**config.mk**
```make
export PLATFORM = sky130hd
export DESIGN_NAME = lif_layer_seq_flat
export DESIGN_NICKNAME = d
export VERILOG_FILES = /design/src/rtl/lif_layer_seq_if.sv /design/src/rtl/lif_layer_seq.sv /design/src/flat_wrapper.sv
export SDC_FILE = /design/constraint.sdc
export NUM_CORES = 2
export LEC_CHECK = 0
export CORE_ASPECT_RATIO = 1.75
export CORE_UTILIZATION = 45
export DETAILED_ROUTE_END_ITERATION = 16
export GPL_TIMING_DRIVEN = 0
export REMOVE_ABC_BUFFERS = 1
export SLEW_MARGIN = 15
export SYNTH_ARGS = -nofsm -noshare
export SYNTH_HDL_FRONTEND = slang
export SYNTH_SLANG_ARGS = --single-unit
```
**constraint.sdc**
```tcl
create_clock -name clk -period 50.3 [get_ports clk]
set_input_delay 10.06 -clock clk [delete_from_list [all_inputs] [get_ports clk]]
set_output_delay 10.06 -clock clk [all_outputs]
set_load 0.02 [all_outputs]
```
**src/rtl/lif_layer_seq_if.sv**
```systemverilog
// rtl/lif_layer_seq_if.sv - timestep stream bundle for lif_layer_seq
// Ports (modports):
//   master: drives in_valid/in_spike, observes in_ready, out_valid, out_spike
//   slave : the layer; accepts in_valid/in_spike, drives in_ready, out_valid, out_spike
interface lif_layer_seq_if #(
    parameter int NUM_INPUTS  = 8,
    parameter int NUM_NEURONS = 8
);
    logic                   in_valid;
    logic                   in_ready;
    logic [NUM_INPUTS-1:0]  in_spike;
    logic                   out_valid;
    logic [NUM_NEURONS-1:0] out_spike;

    modport master (
        output in_valid,
        output in_spike,
        input  in_ready,
        input  out_valid,
        input  out_spike
    );

    modport slave (
        input  in_valid,
        input  in_spike,
        output in_ready,
        output out_valid,
        output out_spike
    );
endinterface

```
**src/rtl/lif_layer_seq.sv**
```systemverilog
// rtl/lif_layer_seq.sv - time-multiplexed leaky-integrate-and-fire layer
// Ports:
//   clk, reset             clock, asynchronous active-high reset
//   bus (slave)            in_valid/in_ready/in_spike timestep input,
//                          out_valid pulse with out_spike result
//   threshold, leak_value  firing threshold and per-timestep leak (sampled in FIRE)
//   tref                   refractory timesteps after a spike (sampled in FIRE)
//   clear                  synchronous soft clear of potentials/refractory, aborts step
//   wr_en, wr_neuron, wr_input, wr_data   signed weight write port
//   pot_sel, pot_data      combinational potential readout
module lif_layer_seq #(
    parameter int NUM_INPUTS  = 8,
    parameter int NUM_NEURONS = 8,
    parameter int WEIGHT_W    = 8,
    parameter int POT_W       = 12,
    parameter int TREF_W      = 4,
    localparam int NW = $clog2(NUM_NEURONS),
    localparam int IW = $clog2(NUM_INPUTS)
) (
    input  logic                clk,
    input  logic                reset,
    lif_layer_seq_if.slave      bus,
    input  logic [POT_W-1:0]    threshold,
    input  logic [POT_W-1:0]    leak_value,
    input  logic [TREF_W-1:0]   tref,
    input  logic                clear,
    input  logic                wr_en,
    input  logic [NW-1:0]       wr_neuron,
    input  logic [IW-1:0]       wr_input,
    input  logic [WEIGHT_W-1:0] wr_data,
    input  logic [NW-1:0]       pot_sel,
    output logic [POT_W-1:0]    pot_data
);

    typedef enum logic [1:0] {
        S_IDLE,
        S_INTEGRATE,
        S_FIRE,
        S_DONE
    } state_t;

    state_t                 state;
    logic [IW-1:0]          j;
    logic [NUM_INPUTS-1:0]  spikes;
    logic [POT_W-1:0]       pot    [NUM_NEURONS];
    logic [TREF_W-1:0]      refc   [NUM_NEURONS];
    logic [WEIGHT_W-1:0]    weight [NUM_NEURONS][NUM_INPUTS];

    // Two guard bits above the potential: the top bit flags a negative sum,
    // the next one an overflow past the largest potential.
    function automatic logic [POT_W-1:0] sat_add(input logic [POT_W-1:0]    p,
                                                  input logic [WEIGHT_W-1:0] wt);
        logic [POT_W+1:0] sum;
        sum = {2'b00, p} + {{(POT_W+2-WEIGHT_W){wt[WEIGHT_W-1]}}, wt};
        if (sum[POT_W+1])
            sat_add = '0;
        else if (sum[POT_W])
            sat_add = '1;
        else
            sat_add = sum[POT_W-1:0];
    endfunction

    always_comb begin
        pot_data = '0;
        if (int'(pot_sel) < NUM_NEURONS)
            pot_data = pot[pot_sel];
    end

    always_ff @(posedge clk or posedge reset) begin
        if (reset) begin
            state         <= S_IDLE;
            j             <= '0;
            spikes        <= '0;
            bus.in_ready  <= 1'b1;
            bus.out_valid <= 1'b0;
            bus.out_spike <= '0;
            for (int n = 0; n < NUM_NEURONS; n++) begin
                pot[n]  <= '0;
                refc[n] <= '0;
                for (int i = 0; i < NUM_INPUTS; i++)
                    weight[n][i] <= '0;
            end
        end else begin
            bus.out_valid <= 1'b0;

            // Writes land at the edge; an INTEGRATE read in the same cycle
            // still sees the previous weight.
            if (wr_en && (int'(wr_neuron) < NUM_NEURONS) && (int'(wr_input) < NUM_INPUTS))
                weight[wr_neuron][wr_input] <= wr_data;

            if (clear) begin
                state        <= S_IDLE;
                bus.in_ready <= 1'b1;
                for (int n = 0; n < NUM_NEURONS; n++) begin
                    pot[n]  <= '0;
                    refc[n] <= '0;
                end
            end else begin
                case (state)
                    S_IDLE: begin
                        if (bus.in_valid) begin
                            spikes       <= bus.in_spike;
                            j            <= '0;
                            bus.in_ready <= 1'b0;
                            state        <= S_INTEGRATE;
                        end
                    end
                    S_INTEGRATE: begin
                        for (int n = 0; n < NUM_NEURONS; n++) begin
                            if (refc[n] == '0 && spikes[j])
                                pot[n] <= sat_add(pot[n], weight[n][j]);
                        end
                        if (j == IW'(NUM_INPUTS - 1))
                            state <= S_FIRE;
                        else
                            j <= j + 1'b1;
                    end
                    S_FIRE: begin
                        for (int n = 0; n < NUM_NEURONS; n++) begin
                            if (refc[n] != '0) begin
                                refc[n]          <= refc[n] - 1'b1;
                                pot[n]           <= '0;
                                bus.out_spike[n] <= 1'b0;
                            end else if (pot[n] >= threshold) begin
                                refc[n]          <= tref;
                                pot[n]           <= '0;
                                bus.out_spike[n] <= 1'b1;
                            end else begin
                                bus.out_spike[n] <= 1'b0;
                                if (pot[n] > leak_value)
                                    pot[n] <= pot[n] - leak_value;
                                else
                                    pot[n] <= '0;
                            end
                        end
                        state <= S_DONE;
                    end
                    S_DONE: begin
                        bus.out_valid <= 1'b1;
                        bus.in_ready  <= 1'b1;
                        state         <= S_IDLE;
                    end
                    default: begin
                        state        <= S_IDLE;
                        bus.in_ready <= 1'b1;
                    end
                endcase
            end
        end
    end

endmodule

```
**src/flat_wrapper.sv**
```systemverilog
// flat-port wrapper written by rule: the top's interface ports become plain ports
module lif_layer_seq_flat 
#(
    parameter int NUM_INPUTS  = 8,
    parameter int NUM_NEURONS = 8,
    parameter int WEIGHT_W    = 8,
    parameter int POT_W       = 12,
    parameter int TREF_W      = 4,
    localparam int NW = $clog2(NUM_NEURONS),
    localparam int IW = $clog2(NUM_INPUTS)
)
  (clk, reset, threshold, leak_value, tref, clear, wr_en, wr_neuron, wr_input, wr_data, pot_sel, pot_data, bus_in_valid, bus_in_spike, bus_in_ready, bus_out_valid, bus_out_spike);
  lif_layer_seq_if #(.NUM_INPUTS(NUM_INPUTS), .NUM_NEURONS(NUM_NEURONS)) bus_i ();
  input  logic clk;
  input  logic reset;
  input  logic [POT_W-1:0] threshold;
  input  logic [POT_W-1:0] leak_value;
  input  logic [TREF_W-1:0] tref;
  input  logic clear;
  input  logic wr_en;
  input  logic [NW-1:0] wr_neuron;
  input  logic [IW-1:0] wr_input;
  input  logic [WEIGHT_W-1:0] wr_data;
  input  logic [NW-1:0] pot_sel;
  output logic [POT_W-1:0] pot_data;
  input wire logic [$bits(bus_i.in_valid)-1:0] bus_in_valid;
  input wire logic [$bits(bus_i.in_spike)-1:0] bus_in_spike;
  output wire logic [$bits(bus_i.in_ready)-1:0] bus_in_ready;
  output wire logic [$bits(bus_i.out_valid)-1:0] bus_out_valid;
  output wire logic [$bits(bus_i.out_spike)-1:0] bus_out_spike;
  assign bus_i.in_valid = bus_in_valid;
  assign bus_i.in_spike = bus_in_spike;
  assign bus_in_ready = bus_i.in_ready;
  assign bus_out_valid = bus_i.out_valid;
  assign bus_out_spike = bus_i.out_spike;
  lif_layer_seq #(.NUM_INPUTS(NUM_INPUTS), .NUM_NEURONS(NUM_NEURONS), .WEIGHT_W(WEIGHT_W), .POT_W(POT_W), .TREF_W(TREF_W)) u_core (.clk(clk), .reset(reset), .bus(bus_i), .threshold(threshold), .leak_value(leak_value), .tref(tref), .clear(clear), .wr_en(wr_en), .wr_neuron(wr_neuron), .wr_input(wr_input), .wr_data(wr_data), .pot_sel(pot_sel), .pot_data(pot_data));
endmodule
```
==> run summary <==
The tools report the total number of placement rows as 148. The hold violation count in the final report came out at 0. The fraction of registers with async set/reset is 100%. At the worst endpoint, the arrival time is 12.25 ns. Yosys mapped a number of flops with a built-in enable equal to 0. The total number of clock tree sinks was 663.

Clock-pin slew was measured on the worst setup and hold paths at 0.07 ns. The final core utilization came out at 50.1%. At the end of routability-driven placement, the weighted congestion stood at 0.939. Across all layers, the routed design uses 30000 vias. In this run the cell area of the synthesized design comes to 42200 µm².

Once the clock tree was built, the setup fixing pass inserted 0 buffers. Yosys mapped the design onto 85 distinct sky130hd cell types. The die covers 95100 µm². The port buffer count came out at 79. TritonCTS built the clock tree.

In this run the register-to-register setup slack is 44.16 ns. Final critical-path required period: 22.31 ns. For this run, the post-layout net count is 4118.

The run finished, with violations left. Launching point of the worst reg2reg path: u_core.j[0]. The worst slew margin relative to its limit was 23.1%; the data required time of the worst path was 40.24 ns. Sequential share of the synthesized area: 39.3%. The tree is rooted in a sky130_fd_sc_hd__clkbuf_16.

The critical path is of the in2out type. The starting utilization of the core area is 45.4%, and the DRC violation total after the first TritonRoute iteration is 1593. Cells with a size suffix above 1 make up 25.1% of the layout. The min-delay analysis places its worst path in the category reg2reg. The global-route total usage across every layer was 24.8%; the number of maximum-capacitance constraint violations was 0. After detailed routing, the number of remaining DRC violations is 30.

The die is 233 µm wide. For this design, the CTS-stage hold fixing added 0 buffers. Walking the worst path, the cells encountered are buf_2 > buf_12 > mux4_2 > o21ai_0 > clkdlybuf4s50_1.

For the final routed database, the setup TNS stands at 0 ns. The max-slew violation count is 0, and the overall power is 2170 µW. The cell depth of the worst flop-to-flop path is 15, and the die height is 407 µm. The tools report the category of the worst setup path launch point as an input pin. Setup repair after global routing left no endpoint under its margin. Of the available clock period, the critical path in the final layout requires 44.3%. For this block, the routed nets add up to 116000 µm of wire.

In this run the number of H-tree levels came out at 2. Grouping stages by cell kind, the critical path spends the most delay in buffers and inverters. The element type at the critical path end was an output pin.

After floorplanning, the core was sized to cover 93000 µm². Entering global routing, the biggest net connects 109 pins. For the pin with the worst max-slew slack, the measured transition is 1.12 ns.

In this run the cell area measured after placement is 44400 µm². Largest stage delay on the critical path: 0.71 ns. Dividing the detail-routed wire length by the instance count gives 23.3 µm. The cell leakage power came out at 0.0213 µW.

The number of global-route vias before repair is 30600. The most critical setup path has its startpoint at pot_sel[0]. The number of stages on the worst setup path works out to 5. Setup violations remaining at the end of the flow were counted as 0. The worst-path maximum fanout came out at 18. On the final layout, the worst clock skew is 0.0390 ns.

The mean instance size in the synthesized netlist works out to 11.3 µm². The slowest library cell on the worst path was sky130_fd_sc_hd__clkdlybuf4s50_1. The post-layout instance area is 46600 µm². Number of flip-flops and latches in the synthesized netlist: 663.

The detailed-routing iteration count for the pre-antenna-repair pass was 12. After global routing the overflow that remains totals 0. The logs give 180000 µm for the wire length of the first global-routing pass and 59 for the number of clock buffers inserted by TritonCTS. The checks that failed: design-rule violations. The cell depth of the worst hold path is 2, and the number of top-level pins is 80. The cell count after synthesis came out at 3727. The tools report the terminus of the critical flop-to-flop path as u_core.pot[28]. Relative to the synthesized area, the layout overhead comes to 10.3%. The source-to-sink clock delay at the later pin of the worst-skew pair is 0.67 ns, and the initial antenna violation count is 6.

For the total instance count after detailed placement, the log shows 4864. The finished layout holds 4976 standard cells, fillers aside. Power spread over the standard cell area amounts to 46.7 nW/µm². Most instantiated flip-flop cell in the synthesis netlist: sky130_fd_sc_hd__dfrtp_1. Counting both buffers and inverters, the worst setup path holds a total of 3. The count of fill cells added during filler insertion came out at 8325.

For this run, the number of Yosys warnings is 0. Once detailed placement completed, the half-perimeter wirelength came to 84800 µm. In the routed layout, each cell is associated on average with a via count of 6.02. The detail route stage leaves a number of antenna-violating nets equal to 0. Timing would allow up to 44.8 MHz.

The capturing element of the worst setup path was pot_data[0]. The logs give 0.0000312 V for the largest vdd supply drop and 0 for the total of cells resized after clock tree synthesis. No sink is reached through more buffers than the 3 on the longest clock path.
-- per-layer routing --
metal | track usage [%] | share of wire (%) | routed length [µm]
met1 | 28.7 | 39 | 45400
met2 | 44.0 | 51 | 59300
met3 | 2.92 | 3.6 | 4140
met4 | 14.1 | 6.3 | 7290
met5 | 0 | 0.060 | 70
-- stage by stage --
step                      setup WS [ns]  hold slack [ns]
after global routing              28.02            0.492
final                             27.99            0.478
after global placement            13.18            0.461
after floorplan                   21.66            0.462
after CTS                         27.40            0.484
after detailed placement          27.40            0.469
-- synth_stat cells, drive strengths merged, types with 8 or more instances --
cell type	instances	area [µm²]
or2	20	128
o21ai	210	1050
or3	24	150
mux4	154	3470
fa	16	320
xor2	66	578
nand2	217	815
a22oi	19	143
o41ai	9	78.8
o221ai	20	175
o22a	8	70.1
nand4	31	194
and3	20	126
a211oi	36	270
o31ai	16	120
nor2b	31	194
a31oi	16	100
clkbuf	115	434
inv	122	458
and2	13	82.6
nor4	11	75.1
o21bai	25	188
nand3	39	195
mux2	592	6670
mux2i	16	180
or4	10	75.1
a211o	13	114
a21o	52	390
nand2b	36	225
nor3	56	280
o21a	27	203
dfrtp	662	16600
a21oi	197	1010
xnor2	91	805
nor2	232	871
ha	319	3990
o311ai	24	210
o211ai	38	285
buf	54	268
a2111oi	9	86.3
-- flip-flops by register name, summed over array words and instances (netlist names) --
| register | flops |
|---|---|
| u_core.bus.in_ready | 1 |
| u_core.bus.out_spike | 8 |
| u_core.bus.out_valid | 1 |
| u_core.j | 3 |
| u_core.pot | 96 |
| u_core.refc | 32 |
| u_core.spikes | 8 |
| u_core.state | 2 |
| u_core.weight | 512 |
-- logic make-up (layout without fill, tap and decap cells) --
kind of cell / count (synthesis) / in the layout / share of synthesized area [%]
xor+xnor: 157 / 157 / 3.28
other cells: 0 / 1 / 0
mux: 762 / 762 / 24.4
compound gates: 765 / 765 / 11.6
simple gates: 754 / 754 / 8.39
fa+ha+maj: 335 / 335 / 10.2
buf+inv: 291 / 339 / 2.75
flops: 663 / 663 / 39.3
-- tightest hold or removal path, stage by stage, from the launching register on --
cell                      delay [ns]
sky130_fd_sc_hd__dfrtp_1        0.34
sky130_fd_sc_hd__nand2_1        0.04
sky130_fd_sc_hd__o21ai_0        0.06
-- how the worst min path moves through the flow --
stage,from,end
final,u_core.bus.out_spike[1],u_core.bus.out_spike[1]
after global routing,u_core.bus.out_spike[3],u_core.bus.out_spike[3]
after CTS,u_core.bus.out_spike[1],u_core.bus.out_spike[1]
after detailed placement,u_core.bus.out_spike[3],u_core.bus.out_spike[3]
after global placement,u_core.bus.out_spike[3],u_core.bus.out_spike[3]
after floorplan,u_core.refc[10],u_core.refc[10]
-- power by group --
| group | total, µW | switching [µW] | internal, µW |
|---|---|---|---|
| Clock | 508 | 220 | 288 |
| Sequential | 739 | 110 | 628 |
| Combinational | 926 | 505 | 421 |
| Total | 2170 | 835 | 1340 |
-- cell type report --
| class | count | area, µm² | area share (%) |
|---|---|---|---|
| clock buffers | 76 | 1670 | 3.59 |
| repair buffers | 106 | 1300 | 2.79 |
| well taps | 1200 | 1500 | 3.22 |
| clock inverters | 35 | 507 | 1.09 |
| inverters | 122 | 465 | 1.00 |
| flip-flops and latches | 663 | 16600 | 35.7 |
| multi-input cells | 2773 | 24500 | 52.6 |
| diodes | 1 | 2.50 | 0.00537 |
-- layout by cell type, fill, tap and decap left out, types with 60 or more instances in the layout --
cell                              count
sky130_fd_sc_hd__ha_1               319
sky130_fd_sc_hd__a21oi_1            191
sky130_fd_sc_hd__nor2_1             232
sky130_fd_sc_hd__clkdlybuf4s50_1     68
sky130_fd_sc_hd__mux2_2             592
sky130_fd_sc_hd__xnor2_1             90
sky130_fd_sc_hd__xor2_1              66
sky130_fd_sc_hd__o21ai_0            205
sky130_fd_sc_hd__dfrtp_1            659
sky130_fd_sc_hd__clkbuf_16           60
sky130_fd_sc_hd__nand2_1            217
sky130_fd_sc_hd__inv_1              119
sky130_fd_sc_hd__mux4_2             154
Note: power is estimated with default switching activity, not from simulation.
